[src/rtl/ifu_line_fetcher_pkg.sv]
// Shared frontend definitions for the instruction-fetch line requester:
// FSM state encoding and fetch-line geometry constants.
package ifu_line_fetcher_pkg;

  typedef enum logic [1:0] {
    IDLE  = 2'd0,
    REQ   = 2'd1,
    DRAIN = 2'd2,
    DONE  = 2'd3
  } ifu_state_t;

  localparam int LINE_BYTES       = 64;
  localparam int LINE_OFFSET_BITS = 6;
  localparam int INSTS_PER_LINE   = 16;

  // First 32-bit instruction slot addressed by a byte offset in a line.
  function automatic logic [3:0] slot_of(
    input logic [LINE_OFFSET_BITS-1:0] off
  );
    return off[LINE_OFFSET_BITS-1:2];
  endfunction

endpackage

[src/rtl/ifu_line_fetcher.sv]
// Instruction-fetch line requester between instruction buffer and arbiter.
// Issues 64-byte line reads, delivers lines, flushes on redirect.
//
// Ports:
//   clock, reset        : rising-edge clock, async active-high reset
//   fetch_inst          : refill pulse from the instruction buffer
//   redirect_valid/_target : backend redirect strobe and address
//   pc_index_ready      : arbiter response strobe, pc_read_inst valid
//   pc_read_inst        : returned line data
//   pc_index_valid/pc_index : line read request to the arbiter
//   pc_operation_done   : one-cycle line-delivered strobe
//   pc, fetch_line, start_slot : delivered line address, data, first slot
//   clear_ibuffer       : one-cycle flush pulse
//   can_fetch_inst      : block accepts fetch_inst this cycle
module ifu_line_fetcher
  import ifu_line_fetcher_pkg::*;
#(
  parameter int                  PC_WIDTH  = 48,
  parameter logic [PC_WIDTH-1:0] RESET_PC  = '0,
  parameter int                  LINE_BITS = 512
) (
  input  logic                 clock,
  input  logic                 reset,
  input  logic                 fetch_inst,
  input  logic                 redirect_valid,
  input  logic [PC_WIDTH-1:0]  redirect_target,
  input  logic                 pc_index_ready,
  input  logic [LINE_BITS-1:0] pc_read_inst,
  output logic                 pc_index_valid,
  output logic [PC_WIDTH-1:0]  pc_index,
  output logic                 pc_operation_done,
  output logic [PC_WIDTH-1:0]  pc,
  output logic [LINE_BITS-1:0] fetch_line,
  output logic [3:0]           start_slot,
  output logic                 clear_ibuffer,
  output logic                 can_fetch_inst
);

  localparam logic [PC_WIDTH-1:0] LINE_INC = PC_WIDTH'(LINE_BYTES);

  ifu_state_t           state_q, state_d;
  logic                 pending_q, pending_d;
  logic [PC_WIDTH-1:0]  pc_q, pc_d;
  logic [PC_WIDTH-1:0]  pc_index_q, pc_index_d;
  logic                 pc_index_valid_q, pc_index_valid_d;
  logic                 done_q, done_d;
  logic                 clear_q, clear_d;
  logic [LINE_BITS-1:0] fetch_line_q, fetch_line_d;
  logic [3:0]           start_slot_q, start_slot_d;

  always_ff @(posedge clock or posedge reset) begin
    if (reset) begin
      state_q          <= IDLE;
      pending_q        <= 1'b1;
      pc_q             <= RESET_PC;
      pc_index_q       <= RESET_PC;
      pc_index_valid_q <= 1'b0;
      done_q           <= 1'b0;
      clear_q          <= 1'b0;
      fetch_line_q     <= '0;
      start_slot_q     <= '0;
    end else begin
      state_q          <= state_d;
      pending_q        <= pending_d;
      pc_q             <= pc_d;
      pc_index_q       <= pc_index_d;
      pc_index_valid_q <= pc_index_valid_d;
      done_q           <= done_d;
      clear_q          <= clear_d;
      fetch_line_q     <= fetch_line_d;
      start_slot_q     <= start_slot_d;
    end
  end

  always_comb begin
    state_d          = state_q;
    pending_d        = pending_q;
    pc_d             = pc_q;
    pc_index_d       = pc_index_q;
    pc_index_valid_d = pc_index_valid_q;
    done_d           = 1'b0;
    clear_d          = redirect_valid;
    fetch_line_d     = fetch_line_q;
    start_slot_d     = start_slot_q;

    unique case (state_q)
      IDLE: begin
        // A same-cycle redirect wins; the pending flag re-issues later.
        if (!redirect_valid && (fetch_inst || pending_q)) begin
          state_d          = REQ;
          pending_d        = 1'b0;
          pc_index_d       = pc_q;
          pc_index_valid_d = 1'b1;
        end
      end
      REQ: begin
        if (pc_index_ready) begin
          pc_index_valid_d = 1'b0;
          if (redirect_valid) begin
            state_d = IDLE;
          end else begin
            fetch_line_d = pc_read_inst;
            done_d       = 1'b1;
            state_d      = DONE;
          end
        end else if (redirect_valid) begin
          // The arbiter cannot abort; let the stale read finish.
          state_d = DRAIN;
        end
      end
      DRAIN: begin
        if (pc_index_ready) begin
          pc_index_valid_d = 1'b0;
          state_d          = IDLE;
        end
      end
      DONE: begin
        state_d      = IDLE;
        pc_d         = pc_q + LINE_INC;
        start_slot_d = '0;
      end
      default: state_d = IDLE;
    endcase

    if (redirect_valid) begin
      pc_d = {redirect_target[PC_WIDTH-1:LINE_OFFSET_BITS],
              {LINE_OFFSET_BITS{1'b0}}};
      start_slot_d = slot_of(redirect_target[LINE_OFFSET_BITS-1:0]);
      pending_d    = 1'b1;
    end
  end

  assign pc_index_valid    = pc_index_valid_q;
  assign pc_index          = pc_index_q;
  assign pc_operation_done = done_q;
  assign pc                = pc_q;
  assign fetch_line        = fetch_line_q;
  assign start_slot        = start_slot_q;
  assign clear_ibuffer     = clear_q;
  assign can_fetch_inst    = (state_q == IDLE) & ~pending_q
                             & ~redirect_valid;

endmodule

[config.mk]
export PLATFORM = sky130hd
export DESIGN_NAME = ifu_line_fetcher
export DESIGN_NICKNAME = d
export VERILOG_FILES = /design/src/rtl/ifu_line_fetcher_pkg.sv /design/src/rtl/ifu_line_fetcher.sv
export SDC_FILE = /design/constraint.sdc
export NUM_CORES = 1
export LEC_CHECK = 0
export BUFFER_PORTS_ARGS = -buffer_cell sky130_fd_sc_hd__buf_2
export CORE_AREA = 10 10 455 457
export DETAILED_ROUTE_END_ITERATION = 6
export DIE_AREA = 0 0 465 467
export GPL_TIMING_DRIVEN = 0
export PLACE_DENSITY = 0.3
export SLEW_MARGIN = 10
export SYNTH_ARGS = -nofsm -noshare
export SYNTH_HDL_FRONTEND = slang
export SYNTH_SLANG_ARGS = --single-unit
[constraint.sdc]
create_clock -name clock -period 19.14 [get_ports clock]
set_input_delay 1.914 -clock clock [delete_from_list [all_inputs] [get_ports clock]]
set_output_delay 1.914 -clock clock [all_outputs]
set_load 0.01 [all_outputs]
==> results.toml, run 1 <==
[status]
status = "finished, final reports clean"

[sta]
setup_violations = 0
hold_violations = 0
min_period_over_period_pct = 24.6
fmax_mhz = 212
rsz0062_at_grt = "false"
slew_headroom_pct = 34.0
max_slew.worst_pin.slew_ps = 986
tns_ps = 0
skew_ps = 26.1
final.min_clock_period_ps = 4720
slew_violations = 0

[final_layout]
seqCellArea_sq_mm = 0.0152
layout.nets = 3343
final_cells = 5509
drive_above_1_share_pct = 66.3
area_growth_pct = 52.6
multi_input_area_sq_mm = 0.00779
n_fill_cell = 22200

[synthesis]
syn_avg_cell_area_sq_um = 15.5
yosysSeqAreaShare_pct = 65.0
synthTopCellsByCount = "dfrtp_1, mux2_2, clkbuf_1, nand2_1, o21ai_0"
ys_types = 38
netlist_area_sq_mm = 0.0233
yosys.area.top_type = "dfrtp_1"
synth-async-reset-ratio_pct = 100
synthFlopType = "dfrtp_1"
synth_area_leaders = "dfrtp_1, mux2_2, clkbuf_1, nand2_1, o21ai_0"
synth-seq-cells = 606
synth-edff-count = 0
synth-warning-count = 0
netlist_instances = 1503
synth_top_area_share_pct = 64.9
yosysMostFrequentCell = "dfrtp_1"

[setup_path]
crit_arrival_ps = 2800
regToRegStartpoint = "state_q[1]$_DFFE_PP0P_"
rr_endpoint = "fetch_line[257]$_DFFE_PP0P_"
rr_worst_depth = 7
worst-setup-path-type = "input pin to primary output"
critPathMaxFanout = 6
cp-start-kind = "input pin"
ff2ff_setup_slack_ps = 15780
critical_path_required_ps = 17230
endpoint_kind = "primary output"

[clock_network]
clock_sinks = 606
clock_latency_ps = 710
h-tree-depth = 3
ctsHoldBuffers = 0
clk_pin_slew_ps = 60
clockBufferDepth = 3
cts_tree = "yes"
cts_setup_buffers = 0
post_cts_resized = 0
cts_made_buffers = 84
cts_root_buf = "clkbuf_16"

[min_path]
worstHoldPathCells = 2
hp-class = "flop to flop"
hold_end = "pending_q$_DFFE_PP1P_"
min_from = "pending_q$_DFFE_PP1P_"

[grt]
gr-total-overflow = 0
antenna_found_initial = 85
grt_max_degree = 99
first_global_vias = 19400
grt_usage_pct = 12.1
grt_pass1_wl_mm = 181

[power]
p_leak_uw = 0.0162
powerDensity_mw_per_mm2 = 172
peakVddDrop_v = 0.0000691

[routing]
routedWlPerCell_um = 24.8
vias = 18000
via_per_inst = 3.26
drt_iter0_drc = 574
drc_errors = 0
drtAntennaViolNets = 0
routed_wl_mm = 137
first_pass_iters = 5

[floorplanning]
dieHeight_um = 467
io_pins = 1181
dieArea_sq_mm = 0.217
core_sq_mm = 0.198
start_util_pct = 11.7
rows = 164
die_x_um = 465

[placement]
io_buffers = 1166
dpl.cell_count = 5342
dp_hpwl_mm = 114
gp_congestion = 0.773

[run]
cap_violations = 0
[per-stage QoR]
step	hold slack [ps]	util, %	setup WS (ps)	cell area [sq um]	total power [uW]
floorplan	456	-	263	23400	3220
global placement	477	16.4	-10900	32500	4610
detailed placement	476	16.5	13750	32700	4600
CTS	483	17.9	14390	35600	6330
global route	492	17.9	14370	35600	6550
finish	484	17.9	14420	35600	6130
[kinds of logic after synthesis]
group	share of synthesized area, %
xor+xnor	1.28
mux	27.0
fa+ha+maj	0.322
buf+inv	1.72
simple gates	3.24
other cells	0.0161
compound gates	1.34
flops	65.0
[final cells by class]
type                            count  share of cell area, %
Buffer                             87                   1.06
Clock inverter                     30                   1.33
Multi-Input combinational cell    814                   21.9
Sequential cell                   606                   42.6
Clock buffer                      123                   6.71
Timing Repair Buffer             1172                   16.9
Antenna cell                       14                 0.0984
Tap cell                         2656                   9.34
Inverter                            7                 0.0949
[worst max path at each step]
stage                    from                           to  slack (ps)
6_report       redirect_valid               can_fetch_inst       14420
5_1_grt        redirect_valid               can_fetch_inst       14370
4_1_cts        redirect_valid               can_fetch_inst       14390
3_5_place_dp   redirect_valid  fetch_line[261]$_DFFE_PP0P_       13750
3_3_place_gp            reset  fetch_line[329]$_DFFE_PP0P_      -10900
2_1_floorplan           reset      clear_ibuffer$_DFF_PP0_         260
[metal layers]
metal	part of all wire [%]	wire, um	vias up	GRT usage, %
li1	-	-	7899	-
met1	36	49300	8870	12.7
met2	50	68100	905	21.0
met3	11	15700	242	6.35
met4	2.5	3450	36	3.47
met5	0.19	260	-	0
[registers in the layout (all words and copies together), names as in the netlist, 2 cells and up]
signal      cells
fetch_line    512
pc             42
pc_index       42
start_slot      4
state_q         2
[worst max-delay path: stages]
cell	delay [ps]
buf_2	140
inv_1	310
nand2_1	130
nor2_1	120
buf_2	170
[placed cells by master, fill, tap and decap left out, types with 5 or more instances in the layout]
master and instances:
buf_1 6, a22o_1 5, nand3_1 20, clkbuf_16 84, or4_1 8, buf_2 1169, buf_4 12, clkbuf_1 89
conb_1 12, mux2_2 558, nand4_1 15, nand2_1 55, nor2_1 14, xnor2_1 14, dfrtp_1 605, inv_1 6
buf_16 6, and3_1 10, ha_1 6, clkinv_2 12, bufinv_16 8, diode_2 14, clkbuf_8 14, nor3_1 10
o21ai_0 36, xor2_1 20
[report_power, final]
part / switching, uW / total [uW] / internal [uW]
Clock: 665 / 1650 / 981
Combinational: 1270 / 2250 / 986
Sequential: 340 / 2230 / 1890
Total: 2270 / 6130 / 3860
(Power assumes the default switching activity.)
==> run 2: changes to the inputs <==
==> constraint.sdc (replaced) <==
create_clock -name clock -period 4.15 [get_ports clock]
set_input_delay 0.415 -clock clock [delete_from_list [all_inputs] [get_ports clock]]
set_output_delay 0.415 -clock clock [all_outputs]
set_load 0.01 [all_outputs]
==> results.toml, run 2 (synthesized netlist as in run 1, its figures left out) <==
[sta]
fmax_mhz = 276
final.min_clock_period_ps = 3620
rsz0062_at_grt = "false"
slew_headroom_pct = 37.3
slew_violations = 0
min_period_over_period_pct = 87.3
max_slew.worst_pin.slew_ps = 941
skew_ps = 17.1
finalWorstSetupSlack_ps = 526
holdWs_ps = 98.7
hold_violations = 0
setup_violations = 0

[run]
cap_violations = 0

[clock_network]
cts_tree = "yes"
cts_root_buf = "clkbuf_16"
clk_pin_slew_ps = 60
clock_sinks = 606
clock_latency_ps = 700
cts_made_buffers = 83
clockBufferDepth = 3
h-tree-depth = 3
cts_setup_buffers = 0

[setup_path]
regToRegStartpoint = "state_q[1]$_DFFE_PP0P_"
critPathMaxFanout = 10
cp-start-kind = "input pin"
crit_start = "redirect_valid"
worst-setup-path-type = "input pin to flop"
crit_arrival_ps = 4190
critical_path_required_ps = 4720
endpoint_kind = "flop"

[power]
power.total_uw = 28800
peakVddDrop_v = 0.000382
powerDensity_mw_per_mm2 = 694
p_leak_uw = 0.0186

[floorplanning]
start_util_pct = 11.7
die_x_um = 465
io_pins = 1181
dieArea_sq_mm = 0.217
rows = 164
core_sq_mm = 0.198
dieHeight_um = 467

[grt]
grt_pass1_wl_mm = 193
grt_usage_pct = 12.6
grt_max_degree = 33
antenna_found_initial = 65
first_global_vias = 22400
gr-total-overflow = 0

[routing]
drt_iter0_drc = 726
routedWlPerCell_um = 23.4
drc_errors = 0
vias = 20100
drtAntennaViolNets = 0
first_pass_iters = 4
routed_wl_mm = 143
via_per_inst = 3.30

[final_layout]
layout.nets = 3920
final_common_cell = "buf_2"
area_growth_pct = 77.9
layout_common_cells = "buf_2, dfrtp_1, dlygate4sd3_1"
largest_reg_flops = 512
drive_above_1_share_pct = 55.8

[min_path]
hp-class = "input pin to flop"
min_from = "pc_read_inst[25]"

[placement]
dp_hpwl_mm = 120
dp_slack_ps = -235
gp_congestion = 0.788
io_buffers = 1166

[status]
status = "finished, final reports clean"
run 2: critical path: stages:
cell and delay [ps]:
dlygate4sd3_1 530, buf_2 160, inv_1 260, and3_1 200, buf_2 630, clkbuf_1 770, clkbuf_1 740, mux2_2 420
run 2: layout make-up:
type | count | area (sq um)
antenna | 30 | 75.1
buffer | 87 | 379
clock buffer | 127 | 2490
clock inverter | 22 | 280
fill | 21800 | 157000
inverter | 7 | 30.0
multi-input combinational | 814 | 7790
sequential | 606 | 15200
tap | 2656 | 3320
timing repair buffer | 1750 | 11900
run 2: report_power, final:
part / leakage, uW / total, uW / switching (uW) / internal, uW
Clock: 0.00136 / 7340 / 3000 / 4330
Sequential: 0.00721 / 10300 / 1600 / 8730
Combinational: 0.0101 / 11100 / 6170 / 4930
Total: 0.0186 / 28800 / 10800 / 18000
run 2: per-layer routing:
metal / track usage [%] / vias to the layer above / part of all wire, %
met4: 3.78 / 24 / 2.9
met3: 6.35 / 192 / 11
met1: 13.7 / 9964 / 37
li1: - / 9083 / -
met2: 21.5 / 848 / 49
met5: 0 / - / 0.11
run 2: metrics by stage:
| step | instance area (sq um) | instances | utilization (%) | TNS, ps |
|---|---|---|---|---|
| final | 41500 | 6099 | 20.9 | 0 |
| after detailed placement | 33000 | 5360 | 16.6 | -2710 |
| after CTS | 41400 | 6069 | 20.9 | 0 |
| after global placement | 32500 | 5336 | 16.4 | -6223700 |
| after global routing | 41400 | 6082 | 20.9 | 0 |
| after floorplan | 23400 | 1514 | - | -2743660 |
run 2: path summary, 6_finish.rpt:
check,end,slack [ps],cells past startpoint
max,fetch_line[109]$_DFFE_PP0P_,530,8
min,fetch_line[25]$_DFFE_PP0P_,100,2
max reg2reg,fetch_line[109]$_DFFE_PP0P_,540,7
min reg2reg,pending_q$_DFFE_PP1P_,480,2
max in group asynchronous,fetch_line[363]$_DFFE_PP0P_,1750,11
min in group asynchronous,fetch_line[62]$_DFFE_PP0P_,220,3
run 2: timing repair:
item,CTS,global route
setup endpoints to repair,9,0
hold buffers,560,0
resized for setup,1,0
hold endpoints to repair,618,0
